===== src/rtl/cam_frame_seq_if.sv =====
// cam_frame_seq_if
//   Groups the FIFO pin bundle and the packed-word stream of the frame
//   sequencer so the sequencer and its neighbours connect through one port.
//   master : the sequencer (drives FIFO control pins and the word stream)
//   slave  : the FIFO / word consumer side (drives fifo_din and pix_ready)
//   Signals:
//     fifo_din     FIFO read data
//     fifo_wrst_n  FIFO write-pointer reset, active-low
//     fifo_we_n    FIFO write enable, active-low
//     fifo_rrst_n  FIFO read-pointer reset, active-low
//     fifo_oe_n    FIFO output enable, active-low
//     fifo_rck     FIFO read clock
//     pix_data     packed word, first byte read in [7:0]
//     pix_valid    pix_data valid, held until pix_ready
//     pix_ready    consumer accepts the word when pix_valid & pix_ready
interface cam_frame_seq_if;
   logic [7:0]  fifo_din;
   logic        fifo_wrst_n;
   logic        fifo_we_n;
   logic        fifo_rrst_n;
   logic        fifo_oe_n;
   logic        fifo_rck;
   logic [31:0] pix_data;
   logic        pix_valid;
   logic        pix_ready;

   modport master (
      input  fifo_din, pix_ready,
      output fifo_wrst_n, fifo_we_n, fifo_rrst_n, fifo_oe_n, fifo_rck,
             pix_data, pix_valid
   );

   modport slave (
      output fifo_din, pix_ready,
      input  fifo_wrst_n, fifo_we_n, fifo_rrst_n, fifo_oe_n, fifo_rck,
             pix_data, pix_valid
   );
endinterface


===== src/rtl/cam_frame_seq.sv =====
// cam_frame_seq
//   Frame-capture sequencer between an OV camera, an AL422-type frame FIFO and
//   the camera peripheral. A start request arms the FIFO write side for exactly
//   one vsync-delimited, href-gated frame, then reads the frame back through
//   rrst/oe/rck, packs bytes LSB-first into 32-bit words and hands them out on
//   a valid/ready stream. All outputs are registered.
//   Ports:
//     clk    system clock
//     rst    synchronous reset, active-low
//     start  1-cycle capture request, only honoured while idle
//     vsync  camera vsync (already synchronised), polarity set by VSYNC_POL
//     href   camera href (already synchronised)
//     bus    FIFO pins and word stream (cam_frame_seq_if.master)
//     busy   high in every state except IDLE
//     done   1-cycle pulse after the last word has been accepted
module cam_frame_seq #(
   parameter int FRAME_BYTES = 614400,
   parameter int CNT_W       = 20,
   parameter int RCK_DIV     = 2,
   parameter int RST_CYC     = 4,
   parameter int VSYNC_POL   = 1
) (
   input  logic            clk,
   input  logic            rst,
   input  logic            start,
   input  logic            vsync,
   input  logic            href,
   cam_frame_seq_if.master bus,
   output logic            busy,
   output logic            done
);

   localparam int RCW = $clog2(RST_CYC + 1);
   localparam int DVW = $clog2(RCK_DIV + 1);
   localparam logic             VS_INV    = (VSYNC_POL == 0);
   localparam logic [CNT_W-1:0] FRAME_END = CNT_W'(FRAME_BYTES);

   typedef enum logic [2:0] {
      IDLE, WAIT_VS, WRST, WAIT_FS, CAPTURE, RRST, READ, DONE
   } state_e;

   state_e            state_q, state_d;
   logic              wrst_n_q, wrst_n_d;
   logic              we_n_q, we_n_d;
   logic              rrst_n_q, rrst_n_d;
   logic              oe_n_q, oe_n_d;
   logic              rck_q, rck_d;
   logic [31:0]       pix_data_q, pix_data_d;
   logic [23:0]       shift_q, shift_d;
   logic              pix_valid_q, pix_valid_d;
   logic              busy_q, busy_d;
   logic              done_q, done_d;
   logic [CNT_W-1:0]  byte_cnt_q, byte_cnt_d;
   logic [DVW-1:0]    div_cnt_q, div_cnt_d;
   logic [RCW-1:0]    rst_cnt_q, rst_cnt_d;

   logic vs;
   logic tick;
   logic stall;
   logic accept;

   // vsync normalised to its active level; tick marks the end of an rck phase
   assign vs     = vsync ^ VS_INV;
   assign tick   = (div_cnt_q == DVW'(RCK_DIV - 1));
   assign stall  = pix_valid_q & ~bus.pix_ready;
   assign accept = pix_valid_q & bus.pix_ready;

   // Next-state and next-output logic. Bytes are collected in a 3-byte shift
   // register so the presented word stays stable while the consumer stalls;
   // the 4th byte completes the word directly into pix_data.
   always_comb begin
      state_d     = state_q;
      wrst_n_d    = wrst_n_q;
      we_n_d      = we_n_q;
      rrst_n_d    = rrst_n_q;
      oe_n_d      = oe_n_q;
      rck_d       = rck_q;
      pix_data_d  = pix_data_q;
      shift_d     = shift_q;
      pix_valid_d = pix_valid_q;
      byte_cnt_d  = byte_cnt_q;
      div_cnt_d   = div_cnt_q;
      rst_cnt_d   = rst_cnt_q;

      case (state_q)
         IDLE: begin
            if (start) state_d = WAIT_VS;
         end
         WAIT_VS: begin
            if (vs) begin
               state_d   = WRST;
               wrst_n_d  = 1'b0;
               rst_cnt_d = '0;
            end
         end
         WRST: begin
            if (rst_cnt_q == RCW'(RST_CYC - 1)) begin
               wrst_n_d = 1'b1;
               state_d  = WAIT_FS;
            end else begin
               rst_cnt_d = rst_cnt_q + 1'b1;
            end
         end
         // Entered with vs active, so any inactive vs here is the frame start
         WAIT_FS: begin
            if (!vs) state_d = CAPTURE;
         end
         CAPTURE: begin
            if (vs) begin
               we_n_d    = 1'b1;
               rrst_n_d  = 1'b0;
               oe_n_d    = 1'b0;
               rst_cnt_d = '0;
               state_d   = RRST;
            end else begin
               we_n_d = ~href;
            end
         end
         RRST: begin
            byte_cnt_d = '0;
            div_cnt_d  = '0;
            rck_d      = 1'b0;
            if (rst_cnt_q == RCW'(RST_CYC - 1)) begin
               rrst_n_d = 1'b1;
               state_d  = READ;
            end else begin
               rst_cnt_d = rst_cnt_q + 1'b1;
            end
         end
         READ: begin
            if (accept) pix_valid_d = 1'b0;
            if (byte_cnt_q == FRAME_END) begin
               if (accept) begin
                  oe_n_d  = 1'b1;
                  rck_d   = 1'b0;
                  state_d = DONE;
               end
            end else if (rck_q) begin
               // Falling rck: the FIFO byte is sampled in this cycle
               if (tick) begin
                  rck_d      = 1'b0;
                  div_cnt_d  = '0;
                  byte_cnt_d = byte_cnt_q + 1'b1;
                  shift_d    = {bus.fifo_din, shift_q[23:8]};
                  if (byte_cnt_q[1:0] == 2'd3) begin
                     pix_data_d  = {bus.fifo_din, shift_q};
                     pix_valid_d = 1'b1;
                  end
               end else begin
                  div_cnt_d = div_cnt_q + 1'b1;
               end
            end else if (!stall) begin
               // Rising rck is held off (rck parks low) while a word is stuck
               if (tick) begin
                  rck_d     = 1'b1;
                  div_cnt_d = '0;
               end else begin
                  div_cnt_d = div_cnt_q + 1'b1;
               end
            end
         end
         DONE: begin
            state_d = IDLE;
         end
         default: state_d = IDLE;
      endcase

      busy_d = (state_d != IDLE);
      done_d = (state_d == DONE);
   end

   // State and output registers with synchronous active-low reset; a reset
   // in any state drops the partial word and returns every pin to idle.
   always_ff @(posedge clk) begin
      if (!rst) begin
         state_q     <= IDLE;
         wrst_n_q    <= 1'b1;
         we_n_q      <= 1'b1;
         rrst_n_q    <= 1'b1;
         oe_n_q      <= 1'b1;
         rck_q       <= 1'b0;
         pix_data_q  <= '0;
         shift_q     <= '0;
         pix_valid_q <= 1'b0;
         busy_q      <= 1'b0;
         done_q      <= 1'b0;
         byte_cnt_q  <= '0;
         div_cnt_q   <= '0;
         rst_cnt_q   <= '0;
      end else begin
         state_q     <= state_d;
         wrst_n_q    <= wrst_n_d;
         we_n_q      <= we_n_d;
         rrst_n_q    <= rrst_n_d;
         oe_n_q      <= oe_n_d;
         rck_q       <= rck_d;
         pix_data_q  <= pix_data_d;
         shift_q     <= shift_d;
         pix_valid_q <= pix_valid_d;
         busy_q      <= busy_d;
         done_q      <= done_d;
         byte_cnt_q  <= byte_cnt_d;
         div_cnt_q   <= div_cnt_d;
         rst_cnt_q   <= rst_cnt_d;
      end
   end

   assign bus.fifo_wrst_n = wrst_n_q;
   assign bus.fifo_we_n   = we_n_q;
   assign bus.fifo_rrst_n = rrst_n_q;
   assign bus.fifo_oe_n   = oe_n_q;
   assign bus.fifo_rck    = rck_q;
   assign bus.pix_data    = pix_data_q;
   assign bus.pix_valid   = pix_valid_q;
   assign busy            = busy_q;
   assign done            = done_q;

endmodule


===== src/flat_wrapper.sv =====
// flat-port wrapper written by rule: the top's interface ports become plain ports
module cam_frame_seq_flat 
#(
   parameter int FRAME_BYTES = 614400,
   parameter int CNT_W       = 20,
   parameter int RCK_DIV     = 2,
   parameter int RST_CYC     = 4,
   parameter int VSYNC_POL   = 1
)
  (clk, rst, start, vsync, href, busy, done, bus_fifo_din, bus_pix_ready, bus_fifo_wrst_n, bus_fifo_we_n, bus_fifo_rrst_n, bus_fifo_oe_n, bus_fifo_rck, bus_pix_data, bus_pix_valid);
  cam_frame_seq_if bus_i ();
  input  logic clk;
  input  logic rst;
  input  logic start;
  input  logic vsync;
  input  logic href;
  output logic busy;
  output logic done;
  input wire logic [$bits(bus_i.fifo_din)-1:0] bus_fifo_din;
  input wire logic [$bits(bus_i.pix_ready)-1:0] bus_pix_ready;
  output wire logic [$bits(bus_i.fifo_wrst_n)-1:0] bus_fifo_wrst_n;
  output wire logic [$bits(bus_i.fifo_we_n)-1:0] bus_fifo_we_n;
  output wire logic [$bits(bus_i.fifo_rrst_n)-1:0] bus_fifo_rrst_n;
  output wire logic [$bits(bus_i.fifo_oe_n)-1:0] bus_fifo_oe_n;
  output wire logic [$bits(bus_i.fifo_rck)-1:0] bus_fifo_rck;
  output wire logic [$bits(bus_i.pix_data)-1:0] bus_pix_data;
  output wire logic [$bits(bus_i.pix_valid)-1:0] bus_pix_valid;
  assign bus_i.fifo_din = bus_fifo_din;
  assign bus_i.pix_ready = bus_pix_ready;
  assign bus_fifo_wrst_n = bus_i.fifo_wrst_n;
  assign bus_fifo_we_n = bus_i.fifo_we_n;
  assign bus_fifo_rrst_n = bus_i.fifo_rrst_n;
  assign bus_fifo_oe_n = bus_i.fifo_oe_n;
  assign bus_fifo_rck = bus_i.fifo_rck;
  assign bus_pix_data = bus_i.pix_data;
  assign bus_pix_valid = bus_i.pix_valid;
  cam_frame_seq #(.FRAME_BYTES(FRAME_BYTES), .CNT_W(CNT_W), .RCK_DIV(RCK_DIV), .RST_CYC(RST_CYC), .VSYNC_POL(VSYNC_POL)) u_core (.clk(clk), .rst(rst), .start(start), .vsync(vsync), .href(href), .bus(bus_i), .busy(busy), .done(done));
endmodule

===== config.mk =====
export PLATFORM = sky130hd
export DESIGN_NAME = cam_frame_seq_flat
export DESIGN_NICKNAME = d
export VERILOG_FILES = /design/src/rtl/cam_frame_seq_if.sv /design/src/rtl/cam_frame_seq.sv /design/src/flat_wrapper.sv
export SDC_FILE = /design/constraint.sdc
export NUM_CORES = 1
export LEC_CHECK = 0
export BUFFER_PORTS_ARGS = -buffer_cell sky130_fd_sc_hd__buf_2
export CORE_ASPECT_RATIO = 1.75
export CORE_MARGIN = 8
export CORE_UTILIZATION = 46
export CTS_BUF_LIST = sky130_fd_sc_hd__clkbuf_4 sky130_fd_sc_hd__clkbuf_8
export DETAILED_ROUTE_END_ITERATION = 8
export PLACE_DENSITY_LB_ADDON = 0.1
export SYNTH_ARGS = -nofsm -noshare
export SYNTH_HDL_FRONTEND = slang
export SYNTH_SLANG_ARGS = --single-unit
export TNS_END_PERCENT = 5

===== constraint.sdc =====
create_clock -name clk -period 1.9 [get_ports clk]
set_clock_uncertainty 0.05 [all_clocks]
set_input_delay 0.38 -clock clk [delete_from_list [all_inputs] [get_ports clk]]
set_output_delay 0.38 -clock clk [all_outputs]
set_load 0.03 [all_outputs]

### Yosys cells after proc, flatten, opt, wreduce, memory -nomap -nowiden

Index checks and enable logic that the tools add are counted.

| word-level totals | value |
|---|---|
| register bits | 92 |
| bits of input ports | 14 |
| output and inout bits | 40 |
| logic and storage cells | 106 |

| operators by class | value |
|---|---|
| $add $sub $neg | 3 |
| eq/ne operators | 25 |
| muxes and demuxes | 41 |
| bitwise operators | 5 |
| reductions and logical operators | 18 |

Operators with widths:

| kind | number |
|---|---|
| $mux 20 | 3 |
| $pmux 20 s2 | 1 |
| $mux 3 | 10 |
| $pmux 3 s8 | 1 |
| $add 20x1->20 const B | 1 |
| $eq 20x20->1 const B | 1 |
| $mux 1 | 16 |
| $eq 3x3->1 const B | 5 |
| $ne 2x1->1 const B | 7 |
| $reduce_and 3->1 | 4 |
| $reduce_and 4->1 | 3 |
| $reduce_bool 2->1 | 5 |
| $eq 3x2->1 const B | 3 |
| $mux 2 | 4 |
| $ne 2x2->1 const B | 4 |
| $pmux 1 s2 | 4 |
| $ne 3x2->1 const B | 2 |
| $pmux 3 s2 | 1 |
| $reduce_and 5->1 | 1 |
| $pmux 2 s2 | 1 |
| $reduce_or 2->1 | 2 |
| $add 3x1->3 const B | 1 |
| $eq 3x1->1 const B | 1 |
| $logic_not 3->1 | 1 |
| 7 further kinds | 10 |

### Depth between registers and ports, before layout

Gate-level depths: netlist of the first run.

| logic depth | value |
|---|---|
| word-level depth | 6 |
| depth in mapped cells | 8 |
| gate-level depth less buffers | 7 |

### Least setup slack after synthesis of the first run

No wires, ideal clock.

| timing | value |
|---|---|
| path kind | register to register |
| start | register u_core.rck_q, in the netlist u_core.bus.fifo_rck |
| end | register u_core.byte_cnt_q[2] |
| library setup time | 0.071 ns |
| arrival time | 1.708 ns |
| path slack | 0.071 ns |
| cell stages (with the launch flop) | 8 |
| buffers on the path | 2 |
| path through | dfxtp_1 > and3b_1 > o211a_1 > buf_2 > buf_4 > nand2_1 > or3_1 > a21oi_1 |

| on the way | value |
|---|---|
| word-level cells in the longest chain between the ends | 2 |

RTL lines:

| item | RTL line | RTL |
|---|---|---|
| start: declaration | cam_frame_seq.sv:47 | `logic rck_q, rck_d;` |
| start signal: assignment | cam_frame_seq.sv:196 | `rck_q <= rck_d;` |
| $ne 2x1->1 (no line) | -- |  |
| $reduce_and 4->1 (no line) | -- |  |
| end signal: assignment | cam_frame_seq.sv:202 | `byte_cnt_q <= byte_cnt_d;` |
| end: declaration | cam_frame_seq.sv:53 | `logic [CNT_W-1:0] byte_cnt_q, byte_cnt_d;` |

No other way between the ends.
A chain may end at the register's enable or synchronous reset.

### Final worst setup path of the first run

| timing | value |
|---|---|
| start | register u_core.byte_cnt_q[7] |
| end | register u_core.shift_q[3] |

| on the way | value |
|---|---|
| word-level cells in the longest chain between the ends | 3 |

RTL lines:

| item | RTL line | RTL |
|---|---|---|
| $eq 20x20->1 | cam_frame_seq.sv:132 | `if (byte_cnt_q == FRAME_END) begin` |
| $not 1->1 (no line) | -- |  |
| $reduce_and 4->1 (no line) | -- |  |
| end signal: assignment | cam_frame_seq.sv:198 | `shift_q <= shift_d;` |
| end: declaration | cam_frame_seq.sv:49 | `logic [23:0] shift_q, shift_d;` |

No other way between the ends.

==> results of run 1 <==
==> power by group <==
part,switching [W],total [W],internal (W)
Combinational,0.000111,0.000180,0.0000689
Sequential,0.0000123,0.00195,0.00194
Clock,0.000695,0.00129,0.000596
Total,0.000819,0.00342,0.00261
==> per-layer routing <==
layer | global-route usage (%) | share of wire, %
met1 | 21.9 | 40
met4 | 7.39 | 2.0
met3 | 2.95 | 2.3
met5 | 0 | 0
met2 | 33.9 | 56
==> metrics by stage <==
stage / area (um^2) / setup TNS, ns
global placement: 4770 / -0.174
global route: 5160 / -8.59
floorplan: 4160 / 0
finish: 5160 / -1.73
detailed placement: 4770 / -1.87
CTS: 5000 / -0.00221
==> cells in the mapped netlist, types with 9 or more instances <==
cell and count:
a21oi_1 78, buf_2 12, clkbuf_1 32, dfxtp_1 92
inv_1 9, nand2_1 17, nand3_1 35, nand4_1 42
nor2_1 21, o21ai_0 40, o31ai_1 34, or3_1 11
==> worst paths after layout <==
kind | from | to | slack [ns] | cells past startpoint
max | u_core.byte_cnt_q[7] | u_core.shift_q[3] | -0.06 | 8
min | bus_fifo_din[1] | u_core.bus.pix_data[25] | 0.23 | 3
max reg2reg | u_core.byte_cnt_q[7] | u_core.shift_q[3] | -0.06 | 8
min reg2reg | u_core.shift_q[0] | u_core.bus.pix_data[0] | 0.41 | 2
==> kinds of logic after synthesis <==
group	count (synthesis)
xor+xnor	9
flops	92
fa+ha+maj	4
simple gates	169
compound gates	173
mux	1
buf+inv	58
==> flip-flops by register name, indices dropped and copies added (netlist names), 2 cells and up <==
signal and cells:
u_core.bus.pix_data 32, u_core.shift_q 24, u_core.state_q 3, u_core.div_cnt_q 2, u_core.rst_cnt_q 3, u_core.byte_cnt_q 20
==> worst reg2reg max path, delay by kind of cell (launching register included) <==
kind                   cells  cell delay [ns]
AO/OA/AOI/OAI              3             0.38
buffers and inverters      3             0.55
flip-flops                 1             0.35
AND/OR/NAND/NOR            2             0.55
==> layout make-up <==
cell class	instances	area [um^2]	share of cell area, %
Sequential cell	92	1850	35.8
Clock inverter	3	20.0	0.388
Multi-Input combinational cell	356	2150	41.6
Inverter	10	37.5	0.727
Tap cell	120	150	2.91
Timing Repair Buffer	100	786	15.2
Clock buffer	13	173	3.35
==> cells in the final DEF (no fill, tap or decap), types with 4 or more instances in the layout <==
cell and count:
dfxtp_1 87, a21oi_1 78, buf_2 53, nand4_1 42, o21ai_0 40, nand3_1 35, o31ai_1 34, buf_4 32
nor2_1 20, nand2_1 17, clkbuf_8 12, or3_1 11, inv_1 9, buf_12 8, nor4_1 6, and3_1 6
nor2b_1 5, dfxtp_2 5, xnor2_1 4, nand2b_1 4, o211ai_1 4, nor3_1 4, xor2_1 4, ha_1 4
buf_6 4
==> timing repair <==
item                                    CTS  global route
endpoints found under the setup margin   67            72
setup buffers                             0             3
pin swaps                                 2            20
resized for setup                         8            13
gates cloned                              0             5
==> summary.txt, run 1 <==
Yosys
  – Ys Warns: 0
  – Largest cells by area after synthesis: dfxtp_1, a21oi_1, nand4_1, o31ai_1, o21ai_0
  – Synth Area in Compound Gates: between 20% and 30%
  – Distinct cells, synth: 47
  – Syn_area_per_cell: between 8 and 9 um^2
  – Post-synth EDFFs: 0
  – Mapped Cells: ~510
  – Commonest register cell after synthesis: dfxtp_1
  – #FFs+latches synth: 92
  – Yosys top cell by area: dfxtp_1
  – Simple-gate share of the synthesized area: between 20 and 25%
  – Xor/xnor share of the synthesized area: 1.89%
  – Cell Area, Synth: approximately 0.0042 mm^2
  – Sequential area share after synthesis: roughly 44%
  – Post-synth top area share: ~44%
  – Post-synthesis mux area share: less than 1%
  – Synth Area in Adders: 1.20%
  – Asr flop ratio synth: 0%
  – Largest family of logic cells by synthesized area: compound AO/OA/AOI/OAI gates
  – Mapped Nets: 524

Clock network
  – # clock sinks: 92
  – CTS max path bufs: 2
  – Clock root cell: clkbuf_8
  – # hold bufs at CTS: 0
  – H-tree Lvls: 3
  – Clock transition at path regs: 0.09 ns
  – CTS tree: done
  – Clk_lat worst skew: about 0.37 ns
  – Num CTS Buffers: 9

Floorplan
  – IO Pins: 54
  – Die Wd: roughly 88 um
  – Die height: 142 um
  – Core Footprint: between 0.008 and 0.009 mm^2
  – Die area: 0.0125 mm^2
  – Initial Util: a little under half
  – Standard-cell rows: between 40 and 50

STA
  – Max-slew headroom: between 70% and 80%
  – Setup Viol. Count Final: 52
  – Final hold vios: 0
  – WHS: 0.231 ns
  – Part of the cycle the worst path needs: 103%
  – Final worst slack: -0.0574 ns
  – Slew Viols, Final: 0
  – Highest clock rate: 511 MHz
  – Tmin final: ~2 ns
  – Setup repair after global routing missed its margin: true
  – Worst-Margin Slew: approximately 0.42 ns

Worst setup path
  – Top delay family on crit path: simple AND/OR/NAND/NOR gates
  – Crit path DAT: around 2.2 ns
  – Worst Path Buf+Inv: 3
  – Startpoint Class: register
  – Critical Path, Cell by Cell: nor4_4 > nand4_1 > buf_4 > o21ai_4 > buf_12 > clkbuf_16 > o21ai_0 > a21oi_1
  – Crit path kind: reg2reg
  – Crit end category: register
  – CP max-delay cell: dfxtp_2
  – Critical-path maximum fanout: 9
  – Crit-path max cell delay: around 0.35 ns
  – WP data required: around 2.1 ns

Finish
  – # fillers: 815
  – Fin util: roughly 58%
  – Area delta synth->final: 24.1%
  – Layout cells sized above 1: 23.3%
  – Nets: roughly 590
  – Layout Cells excl Fill: between 600 and 700
  – Antenna diodes: 0

Detailed routing
  – Total number of vias: about 4.0k
  – Wire length per cell: between 15 and 20 um
  – Final ANT Viol Nets: 0
  – Initial DRC Count: 262
  – Drt pass-1 iters: 4
  – Vias/cell: about 5.8
  – DRT Wirelength: ~12000 um
  – DRC: 0

Place
  – Placed Instances: between 600 and 700
  – I/O Buffers: between 50 and 60
  – DP Wirelength: 7700 um
  – Routability cong.: between 0.8 and 0.9
  – Pre-CTS WS: -0.0641 ns

Outcome
  – Failing checks: negative setup slack
  – Status: finished, violations left

Power and ir drop
  – Power consumption: about 0.0034 W
  – Pwr Density: approximately 660 mW/mm^2
  – VDD IR-drop max: around 0.56 mV
  – Leak: ~1.9 nW

Min path
  – Worst Hold Class: in2reg

GRT
  – Initial antenna violation count: 0
  – First-pass GRT wire length: just under 20000 um
  – All-layer global routing usage: 19.1%
  – GRT overflow: 0
  – Vias in the first global route: 3895
  – Largest net degree at the start of global routing: 62

Flow run
  – Max-Cap Viols: 0
(Power assumes the default switching activity.)
==> run 2: changes to the inputs <==
--- a/config.mk
+++ b/config.mk
@@ -10,7 +10,9 @@
 export CORE_MARGIN = 8
 export CORE_UTILIZATION = 46
 export CTS_BUF_LIST = sky130_fd_sc_hd__clkbuf_4 sky130_fd_sc_hd__clkbuf_8
+export CTS_CLUSTER_SIZE = 12
 export DETAILED_ROUTE_END_ITERATION = 8
+export MAX_ROUTING_LAYER = met4
 export PLACE_DENSITY_LB_ADDON = 0.1
 export SYNTH_ARGS = -nofsm -noshare
 export SYNTH_HDL_FRONTEND = slang
==> summary.txt, run 2 (synthesized netlist as in run 1, its figures left out) <==
STA
  – Highest clock rate: 513 MHz
  – Setup Viol. Count Final: 52
  – Final worst slack: -0.0489 ns
  – Setup repair after global routing missed its margin: true
  – Slew Viols, Final: 0
  – Part of the cycle the worst path needs: 103%
  – Max-slew headroom: approximately two thirds
  – Final hold vios: 0
  – Tmin final: roughly 2 ns
  – WHS: 0.231 ns
  – Worst-Margin Slew: around 0.47 ns

Power and ir drop
  – Sw power: between 0.0008 and 0.0009 W
  – Reg power frac: 57.0%
  – Pwr Density: ~660 mW/mm^2
  – Logic pwr share: under 10%
  – Sw Share: between 20% and 30%
  – VDD IR-drop max: ~0.55 mV
  – Clk pwr share: 37.7%
  – P_int: 0.00261 W
  – Leak: about 1.9 nW

Floorplan
  – Die area: between 0.01 and 0.015 mm^2
  – Die height: between 100 and 150 um
  – Core Footprint: about 0.0089 mm^2
  – Die Wd: about 88 um
  – Standard-cell rows: 46
  – Initial Util: around 47%
  – IO Pins: 54

Finish
  – Most frequent cells in the layout: dfxtp_1, a21oi_1, buf_2
  – Nets: between 500 and 600
  – Area occupied by multi-input gates: about 0.0022 mm^2
  – Max FFs per register: 32
  – Antenna diodes: 0
  – FF+latch area: roughly 0.0018 mm^2
  – Leading cell type in the layout, fill and taps excluded: dfxtp_1
  – Area delta synth->final: 24.2%
  – # fillers: 818
  – Fin util: 57.9%
  – Layout cells sized above 1: 23.3%

GRT
  – First-pass GRT wire length: 19300 um
  – Vias in the first global route: between 3k and 4k
  – All-layer global routing usage: around a fifth
  – Largest net degree at the start of global routing: a little over 60
  – Initial antenna violation count: 0
  – GRT overflow: 0

Detailed routing
  – Wire length per cell: 17.3 um
  – Vias/cell: between 5 and 6
  – Total number of vias: between 4k and 5k
  – DRC: 0
  – Initial DRC Count: approximately 270
  – Drt pass-1 iters: 4
  – DRT Wirelength: ~12000 um
  – Final ANT Viol Nets: 0

Place
  – Pre-CTS WS: -0.0641 ns
  – DP Wirelength: between 7000 and 8000 um
  – I/O Buffers: between 50 and 60
  – Routability cong.: around 0.85

Clock network
  – # hold bufs at CTS: 0
  – # clock sinks: just over 90
  – CTS tree: done
  – CTS max path bufs: 2
  – H-tree Lvls: 3
  – Clk_lat worst skew: 0.37 ns
  – Clock root cell: clkbuf_8
  – Num CTS Buffers: 9
  – Clock transition at path regs: about 0.090 ns

Min path
  – Worst Hold Class: in2reg

Worst setup path
  – Crit end category: register
  – Startpoint Class: register
  – Crit path DAT: between 2 and 2.5 ns
  – WP data required: 2.11 ns
  – Critical-path maximum fanout: 9
  – Crit path kind: reg2reg

Flow run
  – Max-Cap Viols: 0

Outcome
  – Failing checks: negative setup slack
  – Status: finished, violations left
[run 2: cell types whose count changed in the layout (fill, tap and decap cells not counted)]
cell / before / now
dfxtp_2: 5 / 4
nor4_2: 0 / 1
nor4_1: 6 / 5
dfxtp_1: 87 / 88
[run 2: final cells by class]
cell class,count,area share [%]
well taps,120,2.91
clock buffers,13,3.34
multi-input cells,356,41.7
clock inverters,3,0.388
inverters,10,0.727
flip-flops and latches,92,35.7
repair buffers,100,15.2
[run 2: timing repair]
action / 4_1_cts / 5_1_grt
cloned: 0 / 5
endpoints found under the hold margin: 0 / 0
endpoints found under the setup margin: 67 / 73
buffers inserted: 0 / 3
pin swaps: 2 / 20
resized for setup: 8 / 13
[run 2: metrics by stage]
step | instance area (um^2) | setup TNS, ns | power (W) | instances
floorplan | 4160 | 0 | 0.00210 | 506
finish | 5170 | -1.42 | 0.00343 | 694
CTS | 5000 | -0.00221 | 0.00346 | 686
detailed placement | 4770 | -1.87 | 0.00217 | 670
global route | 5170 | -8.66 | 0.00355 | 694
global placement | 4770 | -0.174 | 0.00217 | 670
[run 2: power groups by stage]
stage | clock (W) | sequential [W] | combinational (W)
2_1_floorplan | 0 | 0.00201 | 0.0000925
3_3_place_gp | 0 | 0.00200 | 0.000177
3_5_place_dp | 0 | 0.00200 | 0.000178
4_1_cts | 0.00132 | 0.00195 | 0.000180
5_1_grt | 0.00140 | 0.00196 | 0.000199
6_report | 0.00129 | 0.00195 | 0.000180
[run 2: worst max-delay path, cell delays in order, from the launching register on]
cell,delay [ns]
dfxtp_2,0.35
nor4_4,0.29
nand4_1,0.25
buf_4,0.22
o21ai_4,0.17
buf_12,0.16
buf_6,0.16
or3_1,0.11
a31oi_1,0.06
[run 2: final timing paths]
check	to	cells past startpoint	slack, ns	from
max	u_core.div_cnt_q[0]	8	-0.05	u_core.byte_cnt_q[7]
min	u_core.bus.pix_data[24]	3	0.23	bus_fifo_din[0]
max reg2reg	u_core.div_cnt_q[0]	8	-0.05	u_core.byte_cnt_q[7]
min reg2reg	u_core.bus.pix_data[0]	2	0.41	u_core.shift_q[0]
[run 2: per-layer routing]
layer / track usage [%] / vias up / part of all wire, %
met3: 2.78 / 17 / 2.9
li1: - / 2013 / -
met1: 22.1 / 1965 / 40
met2: 33.8 / 91 / 55
met4: 7.39 / 0 / 2.0
met5: - / - / 0
==> run 3: changes to the inputs <==
--- a/config.mk
+++ b/config.mk
@@ -6,9 +6,11 @@
 export NUM_CORES = 1
 export LEC_CHECK = 0
 export BUFFER_PORTS_ARGS = -buffer_cell sky130_fd_sc_hd__buf_2
+export CELL_PAD_IN_SITES_DETAIL_PLACEMENT = 0
+export CELL_PAD_IN_SITES_GLOBAL_PLACEMENT = 1
 export CORE_ASPECT_RATIO = 1.75
 export CORE_MARGIN = 8
-export CORE_UTILIZATION = 46
+export CORE_UTILIZATION = 40
 export CTS_BUF_LIST = sky130_fd_sc_hd__clkbuf_4 sky130_fd_sc_hd__clkbuf_8
 export CTS_CLUSTER_SIZE = 12
 export DETAILED_ROUTE_END_ITERATION = 8
==> summary.txt, run 3 (synthesized netlist as in run 1, its figures left out) <==
Outcome
  – Status: finished, violations left
  – Failing checks: negative setup slack

STA
  – Setup Viol. Count Final: 62
  – Worst-Margin Slew: between 0.4 and 0.5 ns
  – Tmin final: a little under 2 ns
  – Final worst slack: -0.0861 ns
  – Highest clock rate: between 500 and 600 MHz
  – Max-slew headroom: 70.5%
  – Final TNS setup: -1.99 ns
  – Setup repair after global routing missed its margin: true
  – Part of the cycle the worst path needs: 105%
  – Final hold vios: 0
  – Slew Viols, Final: 0

Clock network
  – H-tree Lvls: 3
  – Num CTS Buffers: 9
  – Clock transition at path regs: about 0.090 ns
  – CTS tree: done
  – Clk_lat worst skew: roughly 0.36 ns
  – # hold bufs at CTS: 0
  – # clock sinks: between 90 and 100
  – Clock root cell: clkbuf_8
  – CTS max path bufs: 2

Detailed routing
  – Wire length per cell: between 15 and 20 um
  – Drt pass-1 iters: 4
  – DRT Wirelength: 12700 um
  – Vias/cell: ~5.8
  – Initial DRC Count: 193
  – Final ANT Viol Nets: 0
  – DRC: 0
  – Total number of vias: 4146

Finish
  – Layout Cells excl Fill: 716
  – Nets: 602
  – Max FFs per register: 32
  – Antenna diodes: 0
  – Layout cells sized above 1: roughly 26%
  – Most frequent cells in the layout: dfxtp_1, a21oi_1, buf_2
  – Leading cell type in the layout, fill and taps excluded: dfxtp_1
  – Area delta synth->final: 29.5%

Worst setup path
  – Crit path DAT: 2.18 ns
  – WP data required: roughly 2.1 ns
  – Worst R2R Path Depth: 10
  – Startpoint Class: register
  – Crit path launch: u_core.byte_cnt_q[11]
  – Crit end category: register
  – Reg2reg start: u_core.byte_cnt_q[11]
  – Critical-path maximum fanout: 11
  – Crit path kind: reg2reg

Power and ir drop
  – VDD IR-drop max: between 0.4 and 0.5 mV
  – Logic pwr share: slightly above 5%
  – Sw power: ~0.00085 W
  – P_int: roughly 0.0028 W
  – Clk pwr share: about two fifths
  – Reg power frac: between 50% and 60%
  – Power consumption: 0.00363 W
  – Leak: between 1.5 and 2 nW
  – Sw Share: 23.4%
  – Pwr Density: between 600 and 700 mW/mm^2

GRT
  – All-layer global routing usage: about a fifth
  – First-pass GRT wire length: 20500 um
  – Largest net degree at the start of global routing: 63
  – GRT overflow: 0
  – Vias in the first global route: 4031
  – Initial antenna violation count: 0

Flow run
  – Max-Cap Viols: 0

Place
  – Placed Instances: about 690
  – DP Wirelength: 8180 um
  – Routability cong.: between 0.8 and 0.9
  – I/O Buffers: 53

Floorplan
  – Initial Util: about two fifths
  – Die area: 0.0140 mm^2
  – Standard-cell rows: roughly 50
  – Die Wd: 93.1 um
  – IO Pins: 54
  – Die height: around 150 um
  – Core Footprint: around 0.01 mm^2

Min path
  – Worst Hold Class: in2reg
  – Worst hold start: bus_fifo_din[6]
  – Worst Hold Depth: 3
run 3: changes by cell type in the layout (fill, tap and decap cells not counted), moves of 2 or more:
| cell | before | now |
|---|---|---|
| buf_4 | 32 | 44 |
| o21ai_0 | 40 | 25 |
| bufinv_16 | 0 | 2 |
| o21ai_1 | 0 | 14 |
| buf_12 | 8 | 11 |
| clkbuf_8 | 12 | 10 |
run 3: cell type report:
type / instances / area, um^2
multi-input combinational: 356 / 2180
inverter: 10 / 37.5
sequential: 92 / 1850
fill: 1042 / 4790
tap: 127 / 159
clock inverter: 6 / 86.3
clock buffer: 10 / 138
timing repair buffer: 115 / 938
run 3: what timing repair did:
item | CTS | global route
resized for setup | 19 | 23
buffers inserted | 5 | 3
cloned | 2 | 2
endpoints found under the hold margin | 0 | 0
pin swaps | 27 | 19
endpoints found under the setup margin | 72 | 77
run 3: path summary, 6_finish.rpt:
path         slack (ns)                 endpoint
max               -0.09      u_core.div_cnt_q[0]
min                0.24  u_core.bus.pix_data[30]
max reg2reg       -0.09      u_core.div_cnt_q[0]
min reg2reg        0.42   u_core.bus.pix_data[8]
run 3: critical path, stage by stage, from the launching register on:
cell	delay, ns
dfxtp_2	0.35
nor4_4	0.25
buf_4	0.15
nand4_1	0.12
buf_6	0.16
buf_6	0.11
o21ai_4	0.19
buf_6	0.16
clkbuf_16	0.16
or3_1	0.10
a31oi_1	0.06
run 3: power groups by stage:
stage	Clock [W]	Sequential, W	Combinational (W)
detailed placement	0	0.00199	0.000181
CTS	0.00153	0.00195	0.000185
global placement	0	0.00199	0.000178
floorplan	0	0.00201	0.0000925
global route	0.00162	0.00195	0.000202
finish	0.00150	0.00195	0.000185
run 3: per-stage QoR:
step                      setup WS, ns  hold slack [ns]  utilization, %  area (um^2)
after floorplan                 0.0708            0.387               -         4160
after global placement         -0.0501            0.403            48.2         4910
after detailed placement       -0.0778            0.407            48.2         4910
after CTS                      -0.0297            0.219            51.8         5270
after global routing            -0.178            0.212            52.9         5390
final                          -0.0861            0.237            52.9         5390
run 3: layer usage:
metal	global-route usage, %	wire length (um)	up-vias
met4	8.35	352	0
li1	-	-	2056
met3	2.78	337	22
met1	21.1	5260	1990
met2	32.0	6720	78
met5	-	0	-
